===== src/rtl/multicycle_sequencer.sv =====
// Multi-cycle ARM instruction sequencer: PC, fetch/data handshakes, stage strobes, retire count, timeout fault.
// Optional SEQ_SINGLE_STEP_EN adds a step input that gates every fetch from IDLE.
module multicycle_sequencer #(
    parameter int unsigned ADDR_WIDTH     = 32,
    parameter logic [ADDR_WIDTH-1:0] PC_RESET = '0,
    parameter int unsigned TIMEOUT_CYCLES = 16,
    parameter int unsigned CNT_WIDTH      = 16
) (
    input  logic                  clk,
    input  logic                  nreset,
    input  logic                  run,
`ifdef SEQ_SINGLE_STEP_EN
    input  logic                  step,
`endif
    output logic                  imem_req,
    output logic [ADDR_WIDTH-1:0] imem_addr,
    input  logic                  imem_ready,
    input  logic [31:0]           imem_rdata,
    output logic [31:0]           instr,
    input  logic                  cond_pass,
    output logic                  dmem_req,
    output logic                  dmem_we,
    input  logic                  dmem_ready,
    output logic                  rf_read_en,
    output logic                  alu_en,
    output logic                  rf_we,
    output logic                  cpsr_we,
    output logic                  link_we,
    output logic [ADDR_WIDTH-1:0] link_data,
    output logic [ADDR_WIDTH-1:0] pc,
    output logic [2:0]            state,
    output logic                  retire,
    output logic [CNT_WIDTH-1:0]  retire_count,
    output logic                  fault
);

    typedef enum logic [2:0] {
        IDLE      = 3'd0,
        FETCH     = 3'd1,
        DECODE    = 3'd2,
        EXECUTE   = 3'd3,
        MEMORY    = 3'd4,
        WRITEBACK = 3'd5,
        FAULT     = 3'd7
    } seqState_e;

    localparam int unsigned WAIT_W = (TIMEOUT_CYCLES > 1) ? $clog2(TIMEOUT_CYCLES) : 1;

    seqState_e              curState;
    logic                   annul;
    logic [WAIT_W-1:0]      waitCnt;
    logic [CNT_WIDTH-1:0]   retireCnt;

    logic                   isLdSt;
    logic                   isBranch;
    logic                   isDp;
    logic                   isCmp;
    logic                   wbLive;
    logic                   timeoutHit;
    logic signed [25:0]     brOff;
    logic [ADDR_WIDTH-1:0]  pcPlus4;
    logic [ADDR_WIDTH-1:0]  brTarget;

    assign isLdSt   = (instr[27:26] == 2'b01);
    assign isBranch = (instr[27:25] == 3'b101);
    assign isDp     = (instr[27:26] == 2'b00);
    assign isCmp    = isDp && (instr[24:23] == 2'b10);
    assign wbLive   = (curState == WRITEBACK) && !annul;

    // The counter only ever holds 0..TIMEOUT_CYCLES-1; the wait that would reach the limit faults instead.
    assign timeoutHit = (TIMEOUT_CYCLES != 0) && (32'(waitCnt) == TIMEOUT_CYCLES - 32'd1);

    assign brOff    = signed'({instr[23:0], 2'b00});
    assign pcPlus4  = pc + ADDR_WIDTH'(4);
    assign brTarget = pc + ADDR_WIDTH'(8) + ADDR_WIDTH'(brOff);

    always_ff @(posedge clk or negedge nreset) begin
        if (!nreset) begin
            curState  <= IDLE;
            pc        <= PC_RESET;
            instr     <= '0;
            retireCnt <= '0;
            annul     <= 1'b0;
            waitCnt   <= '0;
        end else begin
            case (curState)
                IDLE: begin
`ifdef SEQ_SINGLE_STEP_EN
                    if (run && step) begin
`else
                    if (run) begin
`endif
                        curState <= FETCH;
                        waitCnt  <= '0;
                    end
                end
                FETCH: begin
                    if (imem_ready) begin
                        instr    <= imem_rdata;
                        curState <= DECODE;
                    end else if (timeoutHit) begin
                        curState <= FAULT;
                    end else begin
                        waitCnt <= waitCnt + WAIT_W'(1);
                    end
                end
                DECODE: begin
                    annul    <= !cond_pass;
                    curState <= cond_pass ? EXECUTE : WRITEBACK;
                end
                EXECUTE: begin
                    if (isLdSt) begin
                        curState <= MEMORY;
                        waitCnt  <= '0;
                    end else begin
                        curState <= WRITEBACK;
                    end
                end
                MEMORY: begin
                    if (dmem_ready) begin
                        curState <= WRITEBACK;
                    end else if (timeoutHit) begin
                        curState <= FAULT;
                    end else begin
                        waitCnt <= waitCnt + WAIT_W'(1);
                    end
                end
                WRITEBACK: begin
                    pc        <= (!annul && isBranch) ? brTarget : pcPlus4;
                    retireCnt <= retireCnt + CNT_WIDTH'(1);
                    waitCnt   <= '0;
`ifdef SEQ_SINGLE_STEP_EN
                    curState  <= IDLE;
`else
                    curState  <= run ? FETCH : IDLE;
`endif
                end
                FAULT: begin
                    curState <= FAULT;
                end
                default: begin
                    curState <= IDLE;
                end
            endcase
        end
    end

    assign state        = curState;
    assign fault        = (curState == FAULT);
    assign imem_req     = (curState == FETCH);
    assign imem_addr    = pc;
    assign dmem_req     = (curState == MEMORY);
    assign dmem_we      = dmem_req && !instr[20];
    assign rf_read_en   = (curState == DECODE);
    assign alu_en       = (curState == EXECUTE);
    assign rf_we        = wbLive && ((isDp && !isCmp) || (isLdSt && instr[20]));
    assign cpsr_we      = wbLive && isDp && instr[20];
    assign link_we      = wbLive && isBranch && instr[24];
    assign link_data    = pcPlus4;
    assign retire       = (curState == WRITEBACK);
    assign retire_count = retireCnt;

endmodule

===== config.mk =====
export PLATFORM = sky130hd
export DESIGN_NAME = multicycle_sequencer
export DESIGN_NICKNAME = d
export VERILOG_FILES = /design/src/rtl/multicycle_sequencer.sv
export SDC_FILE = /design/constraint.sdc
export NUM_CORES = 1
export LEC_CHECK = 0
export BUFFER_PORTS_ARGS = -buffer_cell sky130_fd_sc_hd__clkbuf_2
export CAP_MARGIN = 0
export CORE_MARGIN = 3
export CORE_UTILIZATION = 45
export DETAILED_ROUTE_END_ITERATION = 8
export PLACE_DENSITY = 0.71
export SETUP_SLACK_MARGIN = 0.1
export SYNTH_ARGS = -nofsm -noshare
export SYNTH_HDL_FRONTEND = slang
export SYNTH_SLANG_ARGS = --single-unit

===== constraint.sdc =====
create_clock -name clk -period 3.8 [get_ports clk]
set_input_delay 0.19 -clock clk [delete_from_list [all_inputs] [get_ports clk]]
set_output_delay 0.19 -clock clk [all_outputs]
set_load 0.01 [all_outputs]

# After elaboration in Yosys (flattened, before gate mapping)
# Index checks and enable logic that the tools add are counted.
word_totals:
  memories: 0
  word_cells: 61
  mem_bits_ro: 0
  output_inout_bits: 157
  ff_bits: 88
  input_bits: 38
  latchBits: 0
  mem_bits_rw: 0
classes:
  div: 0
  n_mul: 0
  eq_ne: 14
  shift: 0
  n_reduce_logical: 21
  n_bitwise: 0
  muxes: 15
  order_cmp: 0
  n_addsub: 5
ops:
  columns: ["op", "n"]
  rows:
  - ["$add 32x3->32 const B", 1]
  - ["$add 32x32->32", 1]
  - ["$add 32x4->32 const B", 1]
  - ["$mux 32", 1]
  - ["$pmux 3 s7", 1]
  - ["$mux 4", 5]
  - ["$pmux 4 s5", 1]
  - ["$add 16x1->16 const B", 1]
  - ["$mux 3", 5]
  - ["$eq 3x3->1 const B", 4]
  - ["$logic_and 1x1->1", 11]
  - ["$eq 3x2->1 const B", 2]
  - ["$ne 2x2->1 const B", 3]
  - ["$reduce_and 5->1", 1]
  - ["$reduce_bool 5->1", 1]
  - ["$add 4x1->4 const B", 1]
  - ["$eq 4x4->1 const B", 1]
  - ["$logic_not 1->1", 4]
  - ["$eq 3x1->1 const B", 1]
  - ["$logic_not 3->1", 1]
  - ["$eq 2x1->1 const B", 1]
  - ["$eq 2x2->1 const B", 1]
  - ["$logic_not 2->1", 1]
  - ["$mux 1", 2]
  - ["3 further kinds", 3]

# Logic depth before layout (Yosys ltp)
depth:
  depth_word: 6
  depth_mapped: 13

# Least setup slack after synthesis
# Ideal clock, no wire load.
synth_timing:
  path_kind: "register -> register"
  from: "register pc[11] (netlist: imem_addr[11])"
  to: "register pc[28] (netlist: imem_addr[28])"
  required_time_ps: 3674
  arrival_time_ps: 2687
  setup_ps: 126
  slack_ps: 987
  stages_incl_launch_ff: 12
  path_cell_list: "dfrtp_1 ha_1 ha_1 buf_4 a21o_1 a31o_1 a221oi_2 o21ai_2 o2111ai_2 a21oi_2 mux2i_1 a221o_1"
synth_between:
  elab_chain_len: 3
  word_cells_on_any_way: 4
synth_lines:
  columns: ["item", "line", "source"]
  rows:
  - ["start, declared", "30", "output logic [ADDR_WIDTH-1:0] pc,"]
  - ["start signal, assigned", "129", "pc <= (!annul && isBranch) ? brTarget : pcPlus4;"]
  - ["$add 32x4->32", "75", "assign brTarget = pc + ADDR_WIDTH'(8) + ADDR_WIDTH'(brOff);"]
  - ["$add 32x32->32", "75", null]
  - ["$mux 32 *", "129", null]
# Mark *: on every way between the ends. The rest lies on a longest branch, timed or not.
# A chain may end at the register's enable or synchronous reset.

# Worst setup path in the final report
# Ends and elaborated chain as after synthesis.

==> run summary <==
The remaining global-route overflow came out at 0. The final weighted congestion of routability-driven global placement came out at a little over 0.9. The share of flip-flops with an asynchronous set or reset after synthesis is 100%. The initial antenna violation count came out at 0.

The combined area of all synthesized cells came out at between 6000 and 7000 µm². The reg-to-reg setup timing slack is approximately 0.76 ns. The sequential group share of total power came out at between 20% and 30%.

The final layout net count came out at approximately 1,000. The worst path uses between 70% and 80% of the clock period. The count of warnings emitted by yosys is 0. The final number of max-transition violations came to 0. The number of setup buffers added after CTS came out at 0.

The critical path data required time is ~4 ns. Setup repair after global routing left no endpoint under its margin. In this run switching power makes up approximately half of total power. The effective utilization at floorplan is 46.2%. The via count of the first global-routing pass is approximately 5,600. The library cell with the largest summed area after synthesis is dfrtp_1. The largest driver fanout on the critical path is 9. The flow ran to the end, but the final reports show violations.

The number of hold violations in the final report is 23. The logic gate share of total power is approximately three fifths. The critical path buffer and inverter count is 0. The width of the chip is 128 µm.

In the routed layout, each cell is associated on average with a via count of 5.62. The worst setup path is of the reg2reg kind. Before antenna repair, the detailed router went through 5 iterations. The share of the synthesized area in the top cell type is roughly a third. The master of the slowest instance on the critical path is dfrtp_1.

The cell that appears most often on the critical path is ha_1. The region available for standard cell placement spans around 15,000 µm². Max-cap violations in this run came to 0. The number of fill cells in the layout is roughly 1,400. The tightest hold margin is -0.0403 ns. The total I/O pin count is roughly 200. The maximum clock insertion buffer count is 2. The share of layout cells above drive strength 1 is about 29%. The cell count after synthesis is approximately 760.

Entering global routing, the biggest net connects a little over 70 pins. The path class of the tightest hold or removal check is in2async. STA puts the critical path data arrival time at roughly 3.3 ns.

Summing the sequential cell areas from Yosys gives around a third of the chip area. The total via count in the routed design came out at around 6,100. Timing would allow up to approximately 330 MHz.

The transition time at the pin with the least slew margin came out at 0.945 ns. STA classifies the critical path startpoint as a flop. The number of setup violations in the final report is 0. The leakage power total came out at 3.95 nW. The sum of negative setup slack came out at 0 ns. The clock slew seen by the registers of the worst setup and hold paths came out at about 0.07 ns. The half-perimeter wire length after placement is 13.8 mm.

The worst supply voltage drop on vdd came out at 464 µV. The area of the die came out at around 16,000 µm². The DRC violation count after routing came out at 0. Hold repair after CTS inserted 0 buffers.

The global routing usage summed across all routing layers is ~22%. The cell area after placement is between 7000 and 8000 µm². The worst setup path is captured at a flop. The TritonCTS clock tree is done. The library cell used most frequently in the layout, excluding fill and tap cells, is clkbuf_2.

After clock tree synthesis, the repair step resized 0 gates. The H-tree was split into 3 levels. The number of nets with antenna violations after routing is 0. The number of different library cells used by synthesis comes to approximately 70. Internal power comes to 3.66 mW. The clock network fraction of design power is between 10% and 20%. The clock period could shrink to about 3.0 ns. The critical path's largest stage delay is a little over 0.5 ns. The number of buffers created by CTS is 9. The die boundary height came out at 128 µm. The clock latency of the later-clocked register in the worst-skew pair came out at about 0.35 ns.

The wire length reported by the detailed router is ~18 mm. The final standard cell area without fillers came out at 7910 µm². The clock sink count came out at 86.

The post-route core utilization came out at 54.2%. The initial DRC count is between 200 and 250. The area added between synthesis and finish came out at 17.3%.

The routed length per instance came out at around 17 µm. The average instance in the mapped netlist occupies 8.88 µm². The master cell of the clock root buffer is clkbuf_16. The critical path goes through ha_1, ha_1, a21o_1, a31o_1, a221oi_2, o21ai_2, o2111ai_2, a21oi_2, mux2i_1, a221o_1. The cell area power density came out at approximately 900 nW/µm². The global-route wire length before repair came out at just under 30 mm. The total inserted antenna cells is 0. Synthesis inferred between 80 and 90 register bits.

The worst-case headroom to the max-slew limit came out at between 30 and 40%. The checks that failed: hold timing. In this run the core area contains 44 standard-cell rows. Between clock sinks in the finished design, the worst skew comes to 0.00994 ns. In this run, synthesis inferred 0 flip-flops with an integrated enable. The analysis attributes to net switching a power of about 3.6 mW.

The cell type group with the largest total delay on the critical path is compound AO/OA/AOI/OAI gates. The total of buffers placed on input and output ports came out at around 190. In the post-synthesis netlist, the biggest area contributors are dfrtp_1, ha_1, xnor2_1. The library cells used most frequently in the layout, excluding fill and tap cells, are clkbuf_2, dfrtp_1, nand2_1.

In the synthesized netlist the dominant register cell turns out to be dfrtp_1.
-- registers in the layout, summed over array words and instances, names as in the netlist --
| signal | cells |
|---|---|
| instr | 32 |
| imem_addr | 30 |
| retire_count | 16 |
| waitCnt | 4 |
| state | 3 |
| annul | 1 |
-- cell usage after synthesis, types with 7 or more instances --
library cell,number
a21oi_1,58
nand2b_1,8
o21ai_0,42
dfrtp_1,86
xnor2_1,43
nand2_1,78
clkbuf_1,18
buf_4,38
and3_1,18
buf_2,7
nor3_1,10
nor2b_1,8
nand4_1,16
nor2_1,53
a31oi_1,10
xor2_1,20
ha_1,60
o21ai_1,16
inv_1,13
mux2_2,32
nand3_1,20
a21o_1,16
-- worst reg2reg max path, cell delays in order, from the launching register on --
cell and delay (ns):
dfrtp_1 0.51, ha_1 0.35, ha_1 0.40, a21o_1 0.20, a31o_1 0.21, a221oi_2 0.30, o21ai_2 0.14, o2111ai_2 0.26
a21oi_2 0.11, mux2i_1 0.14, a221o_1 0.30
-- worst paths after layout --
kind / endpoint / startpoint / cells past startpoint
min in group clk: instr[23] / imem_rdata[23] / 3
worst min register to register: retire_count[15] / retire_count[15] / 1
worst max-delay path: imem_addr[28] / imem_addr[11] / 10
worst min-delay path: instr[22] / nreset / 1
worst max register to register: imem_addr[28] / imem_addr[11] / 10
max in group asynchronous: instr[6] / nreset / 2
-- metrics by stage --
stage / instances / power (mW) / setup slack (ns)
2_1_floorplan: 764 / 4.99 / 0.987
3_3_place_gp: 1076 / 6.21 / 0.840
3_5_place_dp: 1076 / 6.27 / 0.786
4_1_cts: 1092 / 7.26 / 0.766
5_1_grt: 1092 / 7.88 / 0.472
6_report: 1092 / 7.22 / 0.761
-- cell families after synthesis --
| family | synth area share (%) |
|---|---|
| AOI/OAI and AO/OA | 17.2 |
| xor gates and xnor gates | 8.19 |
| adders and majority gates | 11.4 |
| buffers and inverters | 6.83 |
| DFF | 31.9 |
| muxes | 5.96 |
| other | 0.0556 |
| and+or+nand+nor | 18.4 |
-- final cells by class --
type                    instances  area [µm²]  area share (%)
clock buffers                   9         225            2.85
clock inverters                 7        86.3            1.09
inverters                      15        56.3           0.712
multi-input cells             596        4160            52.6
flip-flops and latches         86        2150            27.2
well taps                     184         230            2.91
repair buffers                195         996            12.6
-- layer usage --
layer | share of wire, % | up-vias | GRT usage (%)
met5 | 0 | - | 0
met4 | 1.6 | 0 | 6.74
met3 | 4.8 | 24 | 2.62
met2 | 47 | 189 | 36.1
met1 | 47 | 2926 | 31.4
li1 | - | 2996 | -
-- power by group through the flow --
stage,Combinational [mW],Sequential (mW),Clock (mW)
floorplan,3.16,1.83,0
global placement,4.36,1.84,0
detailed placement,4.41,1.85,0
CTS,4.45,1.84,0.969
global route,4.95,1.92,1.01
finish,4.43,1.84,0.945
Power figures use the tool's default switching activity.
